<file path="config.mk">
export PLATFORM = sky130hd
export DESIGN_NAME = fetch_redirect_controller_flat
export DESIGN_NICKNAME = d
export VERILOG_FILES = /design/src/rtl/fetch_redirect_if.sv /design/src/rtl/fetch_redirect_controller.sv /design/src/flat_wrapper.sv
export SDC_FILE = /design/constraint.sdc
export NUM_CORES = 1
export LEC_CHECK = 0
export CAP_MARGIN = 20
export CORE_MARGIN = 2
export CORE_UTILIZATION = 37
export CTS_CLUSTER_DIAMETER = 100
export DETAILED_ROUTE_END_ITERATION = 7
export GPL_TIMING_DRIVEN = 0
export HOLD_SLACK_MARGIN = 0.05
export PLACE_DENSITY = 0.95
export RECOVER_POWER = 25
export SLEW_MARGIN = 20
export SYNTH_ARGS = -nofsm -noshare
export SYNTH_HDL_FRONTEND = slang
export SYNTH_SLANG_ARGS = --single-unit
</file>
<file path="constraint.sdc">
create_clock -name clk -period 3.2 [get_ports clk]
set_input_delay 0.48 -clock clk [delete_from_list [all_inputs] [get_ports clk]]
set_output_delay 0.48 -clock clk [all_outputs]
set_load 0.05 [all_outputs]
</file>
<file path="src/rtl/fetch_redirect_if.sv">
// Fetch-stage control bundle: redirect requests and stalls in, fetch controls out.
// master = pipeline/hazard side, slave = fetch_redirect_controller.
interface fetch_redirect_if #(
    parameter int unsigned ADDR_WIDTH = 32
);
    logic                  trap_valid;
    logic [ADDR_WIDTH-1:0] trap_pc;
    logic                  mispredict_valid;
    logic [ADDR_WIDTH-1:0] mispredict_pc;
    logic                  early_valid;
    logic [ADDR_WIDTH-1:0] early_pc;
    logic                  hazard_stall;
    logic                  mem_stall;

    logic                  fetch_stall;
    logic                  fetch_flush;
    logic                  decode_flush;
    logic                  irreg_valid;
    logic [ADDR_WIDTH-1:0] irreg_pc;
    logic [1:0]            state;
    logic [15:0]           redirect_count;

    modport master (
        output trap_valid, trap_pc, mispredict_valid, mispredict_pc,
               early_valid, early_pc, hazard_stall, mem_stall,
        input  fetch_stall, fetch_flush, decode_flush, irreg_valid,
               irreg_pc, state, redirect_count
    );

    modport slave (
        input  trap_valid, trap_pc, mispredict_valid, mispredict_pc,
               early_valid, early_pc, hazard_stall, mem_stall,
        output fetch_stall, fetch_flush, decode_flush, irreg_valid,
               irreg_pc, state, redirect_count
    );
endinterface

</file>
<file path="src/rtl/fetch_redirect_controller.sv">
// Fetch sequencer: post-reset boot hold, prioritised redirect arbitration
// (trap > mispredict > early) and a fixed-length fetch flush after each redirect.
module fetch_redirect_controller #(
    parameter int unsigned           ADDR_WIDTH   = 32,
    parameter logic [ADDR_WIDTH-1:0] RESET_PC     = '0,
    parameter int unsigned           BOOT_CYCLES  = 4,
    parameter int unsigned           FLUSH_CYCLES = 2
) (
    input  logic              clk,
    input  logic              rst,
    fetch_redirect_if.slave   bus
);

    localparam int unsigned BOOT_W  = (BOOT_CYCLES > 2) ? $clog2(BOOT_CYCLES) : 1;
    localparam int unsigned FLUSH_W = (FLUSH_CYCLES > 2) ? $clog2(FLUSH_CYCLES) : 1;
    localparam int unsigned CNT_W   = 16;

    localparam logic [BOOT_W-1:0]  BOOT_INIT  = BOOT_W'(BOOT_CYCLES - 1);
    localparam logic [FLUSH_W-1:0] FLUSH_INIT = FLUSH_W'(FLUSH_CYCLES - 1);
    localparam logic [CNT_W-1:0]   CNT_MAX    = '1;
    localparam logic               HAS_FLUSH_TAIL = (FLUSH_CYCLES > 1);

    typedef enum logic [1:0] {
        ST_BOOT     = 2'b00,
        ST_RUN      = 2'b01,
        ST_REDIRECT = 2'b10
    } state_e;

    state_e             state_q, state_d;
    logic [BOOT_W-1:0]  boot_cnt_q, boot_cnt_d;
    logic [FLUSH_W-1:0] flush_cnt_q, flush_cnt_d;
    logic [CNT_W-1:0]   count_q, count_d;

    logic                  take;
    logic                  win_decode_flush;
    logic [ADDR_WIDTH-1:0] win_pc;

    // Fixed-priority winner among the redirect sources
    always_comb begin
        win_decode_flush = bus.trap_valid | bus.mispredict_valid;
        if (bus.trap_valid) begin
            win_pc = bus.trap_pc;
        end else if (bus.mispredict_valid) begin
            win_pc = bus.mispredict_pc;
        end else begin
            win_pc = bus.early_pc;
        end
    end

    always_ff @(posedge clk) begin
        if (rst) begin
            state_q     <= ST_BOOT;
            boot_cnt_q  <= BOOT_INIT;
            flush_cnt_q <= '0;
            count_q     <= '0;
        end else begin
            state_q     <= state_d;
            boot_cnt_q  <= boot_cnt_d;
            flush_cnt_q <= flush_cnt_d;
            count_q     <= count_d;
        end
    end

    always_comb begin
        state_d          = state_q;
        boot_cnt_d       = boot_cnt_q;
        flush_cnt_d      = flush_cnt_q;
        count_d          = count_q;
        take             = 1'b0;
        bus.fetch_stall  = 1'b1;
        bus.fetch_flush  = 1'b1;
        bus.decode_flush = 1'b1;
        bus.irreg_valid  = 1'b0;
        bus.irreg_pc     = '0;

        case (state_q)
            ST_BOOT: begin
                if (boot_cnt_q == '0) begin
                    bus.irreg_valid = 1'b1;
                    bus.irreg_pc    = RESET_PC;
                    bus.fetch_stall = 1'b0;
                    state_d         = ST_RUN;
                end else begin
                    boot_cnt_d = boot_cnt_q - BOOT_W'(1);
                end
            end
            ST_RUN: begin
                bus.fetch_stall  = bus.hazard_stall | bus.mem_stall;
                bus.fetch_flush  = 1'b0;
                bus.decode_flush = 1'b0;
                take = bus.trap_valid | bus.mispredict_valid | bus.early_valid;
            end
            ST_REDIRECT: begin
                bus.fetch_stall  = bus.mem_stall;
                bus.decode_flush = 1'b0;
                // Counter holds while memory stalls; the last flush cycle is count 1
                if (!bus.mem_stall) begin
                    flush_cnt_d = flush_cnt_q - FLUSH_W'(1);
                    if (flush_cnt_q <= FLUSH_W'(1)) begin
                        state_d = ST_RUN;
                    end
                end
                // Early jumps here come from an instruction already being squashed
                take = bus.trap_valid | bus.mispredict_valid;
            end
            default: begin
                state_d    = ST_BOOT;
                boot_cnt_d = BOOT_INIT;
            end
        endcase

        if (take) begin
            bus.irreg_valid  = 1'b1;
            bus.irreg_pc     = win_pc;
            bus.fetch_flush  = 1'b1;
            bus.fetch_stall  = 1'b0;
            bus.decode_flush = win_decode_flush;
            flush_cnt_d      = FLUSH_INIT;
            state_d          = HAS_FLUSH_TAIL ? ST_REDIRECT : ST_RUN;
            count_d          = (count_q == CNT_MAX) ? count_q : count_q + CNT_W'(1);
        end

        // While reset is held the controller looks exactly like early boot
        if (rst) begin
            bus.fetch_stall  = 1'b1;
            bus.fetch_flush  = 1'b1;
            bus.decode_flush = 1'b1;
            bus.irreg_valid  = 1'b0;
            bus.irreg_pc     = '0;
        end
        bus.state          = rst ? 2'(ST_BOOT) : 2'(state_q);
        bus.redirect_count = count_q;
    end

endmodule

</file>
<file path="src/flat_wrapper.sv">
// flat-port wrapper written by rule: the top's interface ports become plain ports
module fetch_redirect_controller_flat 
#(
    parameter int unsigned           ADDR_WIDTH   = 32,
    parameter logic [ADDR_WIDTH-1:0] RESET_PC     = '0,
    parameter int unsigned           BOOT_CYCLES  = 4,
    parameter int unsigned           FLUSH_CYCLES = 2
)
  (clk, rst, bus_trap_valid, bus_trap_pc, bus_mispredict_valid, bus_mispredict_pc, bus_early_valid, bus_early_pc, bus_hazard_stall, bus_mem_stall, bus_fetch_stall, bus_fetch_flush, bus_decode_flush, bus_irreg_valid, bus_irreg_pc, bus_state, bus_redirect_count);
  fetch_redirect_if #(.ADDR_WIDTH(ADDR_WIDTH)) bus_i ();
  input  logic clk;
  input  logic rst;
  input wire logic [$bits(bus_i.trap_valid)-1:0] bus_trap_valid;
  input wire logic [$bits(bus_i.trap_pc)-1:0] bus_trap_pc;
  input wire logic [$bits(bus_i.mispredict_valid)-1:0] bus_mispredict_valid;
  input wire logic [$bits(bus_i.mispredict_pc)-1:0] bus_mispredict_pc;
  input wire logic [$bits(bus_i.early_valid)-1:0] bus_early_valid;
  input wire logic [$bits(bus_i.early_pc)-1:0] bus_early_pc;
  input wire logic [$bits(bus_i.hazard_stall)-1:0] bus_hazard_stall;
  input wire logic [$bits(bus_i.mem_stall)-1:0] bus_mem_stall;
  output wire logic [$bits(bus_i.fetch_stall)-1:0] bus_fetch_stall;
  output wire logic [$bits(bus_i.fetch_flush)-1:0] bus_fetch_flush;
  output wire logic [$bits(bus_i.decode_flush)-1:0] bus_decode_flush;
  output wire logic [$bits(bus_i.irreg_valid)-1:0] bus_irreg_valid;
  output wire logic [$bits(bus_i.irreg_pc)-1:0] bus_irreg_pc;
  output wire logic [$bits(bus_i.state)-1:0] bus_state;
  output wire logic [$bits(bus_i.redirect_count)-1:0] bus_redirect_count;
  assign bus_i.trap_valid = bus_trap_valid;
  assign bus_i.trap_pc = bus_trap_pc;
  assign bus_i.mispredict_valid = bus_mispredict_valid;
  assign bus_i.mispredict_pc = bus_mispredict_pc;
  assign bus_i.early_valid = bus_early_valid;
  assign bus_i.early_pc = bus_early_pc;
  assign bus_i.hazard_stall = bus_hazard_stall;
  assign bus_i.mem_stall = bus_mem_stall;
  assign bus_fetch_stall = bus_i.fetch_stall;
  assign bus_fetch_flush = bus_i.fetch_flush;
  assign bus_decode_flush = bus_i.decode_flush;
  assign bus_irreg_valid = bus_i.irreg_valid;
  assign bus_irreg_pc = bus_i.irreg_pc;
  assign bus_state = bus_i.state;
  assign bus_redirect_count = bus_i.redirect_count;
  fetch_redirect_controller #(.ADDR_WIDTH(ADDR_WIDTH), .RESET_PC(RESET_PC), .BOOT_CYCLES(BOOT_CYCLES), .FLUSH_CYCLES(FLUSH_CYCLES)) u_core (.clk(clk), .rst(rst), .bus(bus_i));
endmodule
</file>
Word level (Yosys, flattened, before mapping)
Index checks and enable logic that the tools add are counted.
{"block": "totals", "output_inout_bits": 54, "elab_cells": 67, "input_bits": 103, "ff_bits": 21}
{"block": "classes", "n_eq_ne": 12, "n_lt_le_gt_ge": 1, "n_bitwise": 6, "add_sub_neg": 3, "reduce_logical": 10, "mux": 30}
{"op": "$mux 32", "n": 4}
{"op": "$add 16x1->16 const B", "n": 1}
{"op": "$eq 16x16->1 const B", "n": 1}
{"op": "$mux 1", "n": 16}
{"op": "$mux 2", "n": 6}
{"op": "$ne 2x1->1 const B", "n": 4}
{"op": "$reduce_and 4->1", "n": 2}
{"op": "$ne 3x1->1 const B", "n": 2}
{"op": "$pmux 2 s3", "n": 1}
{"op": "$reduce_and 2->1", "n": 3}
{"op": "$logic_not 2->1", "n": 2}
{"op": "$ne 2x2->1 const B", "n": 2}
{"op": "$pmux 2 s2", "n": 1}
{"op": "$reduce_or 2->1", "n": 2}
{"op": "$ne 3x2->1 const B", "n": 1}
{"op": "$not 1->1", "n": 3}
{"op": "$or 1x1->1", "n": 3}
{"op": "$pmux 1 s3", "n": 1}
{"op": "$eq 2x1->1 const B", "n": 1}
{"op": "$eq 2x2->1 const B", "n": 1}
{"op": "$pmux 1 s2", "n": 1}
{"op": "$reduce_bool 2->1", "n": 1}
{"op": "$sub 2x1->2 const B", "n": 1}
{"op": "$le 1x1->1 const B", "n": 1}
{"op": "$sub 1x1->1 const B", "n": 1}

Longest topological paths before layout
{"block": "logic_depth", "ltp_word": 5, "depth_mapped": 8, "mapped_depth_nobuf": 6}

Least setup slack after synthesis
No wires, ideal clock.
{"block": "synth_path", "path_kind": "input port to output port", "from": "input port bus_mispredict_valid", "to": "output port bus_irreg_pc[10]", "path_stages": 7, "path_buffers": 3, "path_slack_ps": 661, "required_time_ps": 2720, "arrival_time_ps": 2059, "path_cell_list": "buf_2 > o22a_2 > o21a_1 > nand2b_1 > buf_2 > buf_2 > nor2_1"}
{"block": "synth_via", "elab_chain_len": 5, "elab_cells_between_ends": 7, "cone_classes": "mux (5); bitwise (2)"}
{"element": "start, declared", "line_no": "flat_wrapper.sv:15", "text": "input wire logic [$bits(bus_i.mispredict_valid)-1:0] bus_mispredict_valid;"}
{"element": "$or 1x1->1", "line_no": "fetch_redirect_controller.sv:91, fetch_redirect_controller.sv:104"}
{"element": "$or 1x1->1", "line_no": "fetch_redirect_controller.sv:91", "text": "take = bus.trap_valid | bus.mispredict_valid | bus.early_valid;"}
{"element": "$pmux 1 s2", "line_no": "fetch_redirect_controller.sv:76", "text": "case (state_q)"}
{"element": "$mux 32 (*)", "line_no": "fetch_redirect_controller.sv:112", "text": "if (take) begin"}
{"element": "$mux 32 (*)", "line_no": "fetch_redirect_controller.sv:124", "text": "if (rst) begin"}
{"element": "end, declared", "line_no": "flat_wrapper.sv:25", "text": "output wire logic [$bits(bus_i.irreg_pc)-1:0] bus_irreg_pc;"}
Mark *: on every way between the ends. The rest lies on a longest branch, timed or not.

Worst setup path in the final report
{"block": "layout_path", "from": "input port bus_trap_valid", "to": "output port bus_irreg_pc[20]"}
{"block": "layout_via", "elab_chain_len": 5, "elab_cells_between_ends": 6, "cone_classes": "mux (4); bitwise (2)"}
{"element": "start, declared", "line_no": "flat_wrapper.sv:13", "text": "input wire logic [$bits(bus_i.trap_valid)-1:0] bus_trap_valid;"}
{"element": "$or 1x1->1", "line_no": "fetch_redirect_controller.sv:91, fetch_redirect_controller.sv:104"}
{"element": "$or 1x1->1", "line_no": "fetch_redirect_controller.sv:91"}
{"element": "$pmux 1 s2", "line_no": "fetch_redirect_controller.sv:76"}
{"element": "$mux 32 (*)", "line_no": "fetch_redirect_controller.sv:112"}
{"element": "$mux 32 (*)", "line_no": "fetch_redirect_controller.sv:124"}
Marked as above.

==> results by group <==
Cells and area
  • Area Growth Syn to Fin: 80.15%
  • Core Util, Final: 0.7025
  • Layout cells sized above 1: 0.07029
  • Design Area, Final: 0.003633 sq mm
  • Antenna cell count: 0
  • # nets final: 553

Clocking
  • # resized after CTS: 32
  • Clk sink count: 20
  • # hold bufs at CTS: 0
  • Clk slew on worst S/H paths: 0.07 ns
  • CTS root buffer: clkbuf_8
  • CTS Buf Count: 3
  • Clk_lat worst skew: about 0.26 ns
  • Htree depth: 1
  • Clock buffer depth: 2
  • CTS tree: built
  • Postcts setup bufs: 0

Floorplan
  • Core area: 0.005172 sq mm
  • Starting Density: 0.3899
  • Die Height: 77.83 microns
  • Full die area: 0.006058 sq mm
  • Ports: between 150 and 200
  • Die width: 77.83 microns
  • Rows: 26

Setup path
  • CP Data Required Time: about 2.7 ns
  • Critical path launch point type: primary input
  • Worst Path Class, Setup: in2out
  • CP Launch Point: bus_trap_valid
  • Reg2reg path depth: 6
  • RR Startpoint: u_core.bus.redirect_count[0]
  • Crit. End Element: output pin
  • Worst path arrival time: 2.54 ns
  • Crit-path max FO: 10

Yosys
  • Synth warn: 0
  • Mapped Cells: 284
  • #FFs+latches synth: 20
  • Yosys top cell by area: dfxtp_1
  • Main synth FF type: dfxtp_1
  • Post-synthesis cell type count: 44
  • Post-synthesis sequential area ratio: 0.1985
  • Syn Std Cell Area: about 0.0020 sq mm
  • Post-synth top area share: 0.1985
  • Syn_nets: 394
  • Number of synthesized flops with an enable pin: 0
  • Mean post-synth cell area: 7.102 sq um
  • Ranking of synthesized cells by area: dfxtp_1, mux2i_1, nor2_1
  • Async SR Flop Fraction: 0

Timing
  • Max Slew Vio Count: 0
  • RSZ-0062 raised after global routing: no
  • Fmax: 330.7 MHz
  • Clock skew: 0.001601 ns
  • PnR worst setup slack: around 0.18 ns
  • Setup-failing EPs final: 0
  • Part of the cycle the worst path needs: 0.9451
  • Worst-margin pin slew: 0.5592 ns
  • Setup TNS: 0 ns
  • Hold violation count in the final report: 0
  • Slew HR: 0.6244
  • Final Critical Period: 3.024 ns

Global routing
  • Total track usage: 0.2468
  • First-pass GRT wire length: ~12 mm
  • Largest net degree at the start of global routing: 11
  • Initial antenna violation count: 0
  • Vias in the first global route: 2,634
  • Overflow after GRT: 0

Pwr
  • Pwr/cell area: 286.5 mW/mm^2
  • Max VDD drop: 0.4741 mV
  • P_leak: 0.001602 uW

Detailed routing
  • Routed len/inst: 15.49 microns
  • Vias per inst: 5.315
  • DR vias: roughly 2,700
  • DR iter-0 viols: 100
  • Post-route ant nets: 0
  • Number of remaining DRC errors: 0
  • Pre-antenna DRT Iters: 4
  • Routed WL: 7.917 mm

Placed design
  • Area after DPL: ~0.0036 sq mm
  • Number of port buffers: 154
  • Dpl hpwl: about 6.3 mm
  • Placer Congestion: 0.8954
  • Post-place setup slack: -0.1481 ns

Hold path
  • Hold path cells: 2
  • Min-Delay Path Class: reg2reg
  • HP Start: u_core.bus.redirect_count[15]

Job
  • MaxCap Viol Count: 0

Run status
  • Status: completed
metal layers:
layer / vias up / wire [microns] / global-route usage
met5: - / 0 / 0
met4: 0 / 152 / 0.07321
met3: 16 / 700 / 0.06977
met2: 128 / 3906 / 0.4388
met1: 1232 / 3158 / 0.2846
li1: 1340 / - / -
final timing paths:
| path | endpoint | slack [ns] |
|---|---|---|
| worst min-delay path | u_core.bus.redirect_count[15] | 0.50 |
| worst min register to register | u_core.bus.redirect_count[15] | 0.50 |
| worst max-delay path | bus_irreg_pc[20] | 0.18 |
| worst max register to register | u_core.bus.redirect_count[5] | 0.97 |
critical path: stages:
cell,delay (ns)
clkdlybuf4s50_1,0.50
o22a_2,0.21
o21a_1,0.26
nand2b_1,0.07
buf_2,0.16
buf_2,0.18
nor2_1,0.13
dlygate4sd2_1,0.55
flip-flops by register name, indices dropped and copies added, names as in the netlist:
name                       cells
u_core.bus.redirect_count     16
u_core.boot_cnt_q              2
u_core.state_q                 2
synth_stat cells (2+ instances only):
master    number
mux2i_1       32
nand3_1        9
nor2_1        70
ha_1           7
nand4_1        2
nand4_2        2
clkbuf_1       9
a21oi_1       48
buf_2          8
inv_1          6
o31ai_1        8
dfxtp_1       20
nand3b_1       2
nor4_1         2
nand2b_1       2
and4_1         3
nor3_1         4
o21ai_0        5
or4_1         10
o21a_1         2
nand2_1        9
o41ai_1        2
final cells by class:
class | instances | area (sq um)
flip-flops and latches | 20 | 400.4
repair buffers | 154 | 1493
multi-input cells | 238 | 1491
plain buffers | 20 | 97.59
inverters | 6 | 22.52
clock buffers | 3 | 41.29
fillers | 429 | 1539
well taps | 70 | 87.58
per-stage QoR:
step                total power, uW  hold WS [ns]  instances
floorplan                     645.2        0.4626        284
global placement              869.4        0.4772        508
detailed placement            883.2        0.4914        508
CTS                            1044        0.5044        511
global route                   1102        0.5347        511
finish                         1041        0.4978        511
cells in the final DEF, fill, tap and decap left out, drive strengths merged, types with 3 or more instances in the layout:
cell           Yosys  layout
a21oi             48      48
and4               4       4
buf               11      11
clkbuf             9      15
clkdlybuf4s50      0     107
dfxtp             20      20
dlygate4sd2        0      29
dlygate4sd3        0      14
ha                 7       7
inv                6       6
mux2i             32      32
nand2              9       9
nand3              9       9
nand4              4       4
nor2              70      70
nor3               5       5
nor4               3       3
o21ai              6       6
o31ai              8       8
or4               10      10
where the power goes:
group	internal [uW]	total [uW]	switching, uW	leakage [uW]
Sequential	267	283	15.1	0.000162
Combinational	268	593	325	0.00142
Clock	83.9	166	81.7	0.0000216
cells by family after synthesis:
| logic type | Yosys count | share of synthesized area |
|---|---|---|
| and+or+nand+nor | 125 | 0.3127 |
| muxes | 33 | 0.1644 |
| adders and majority gates | 7 | 0.04342 |
| DFF | 20 | 0.1985 |
| buffers and inverters | 26 | 0.05893 |
| AOI/OAI and AO/OA | 73 | 0.2221 |
No activity file was read; power rests on OpenSTA's default activity.
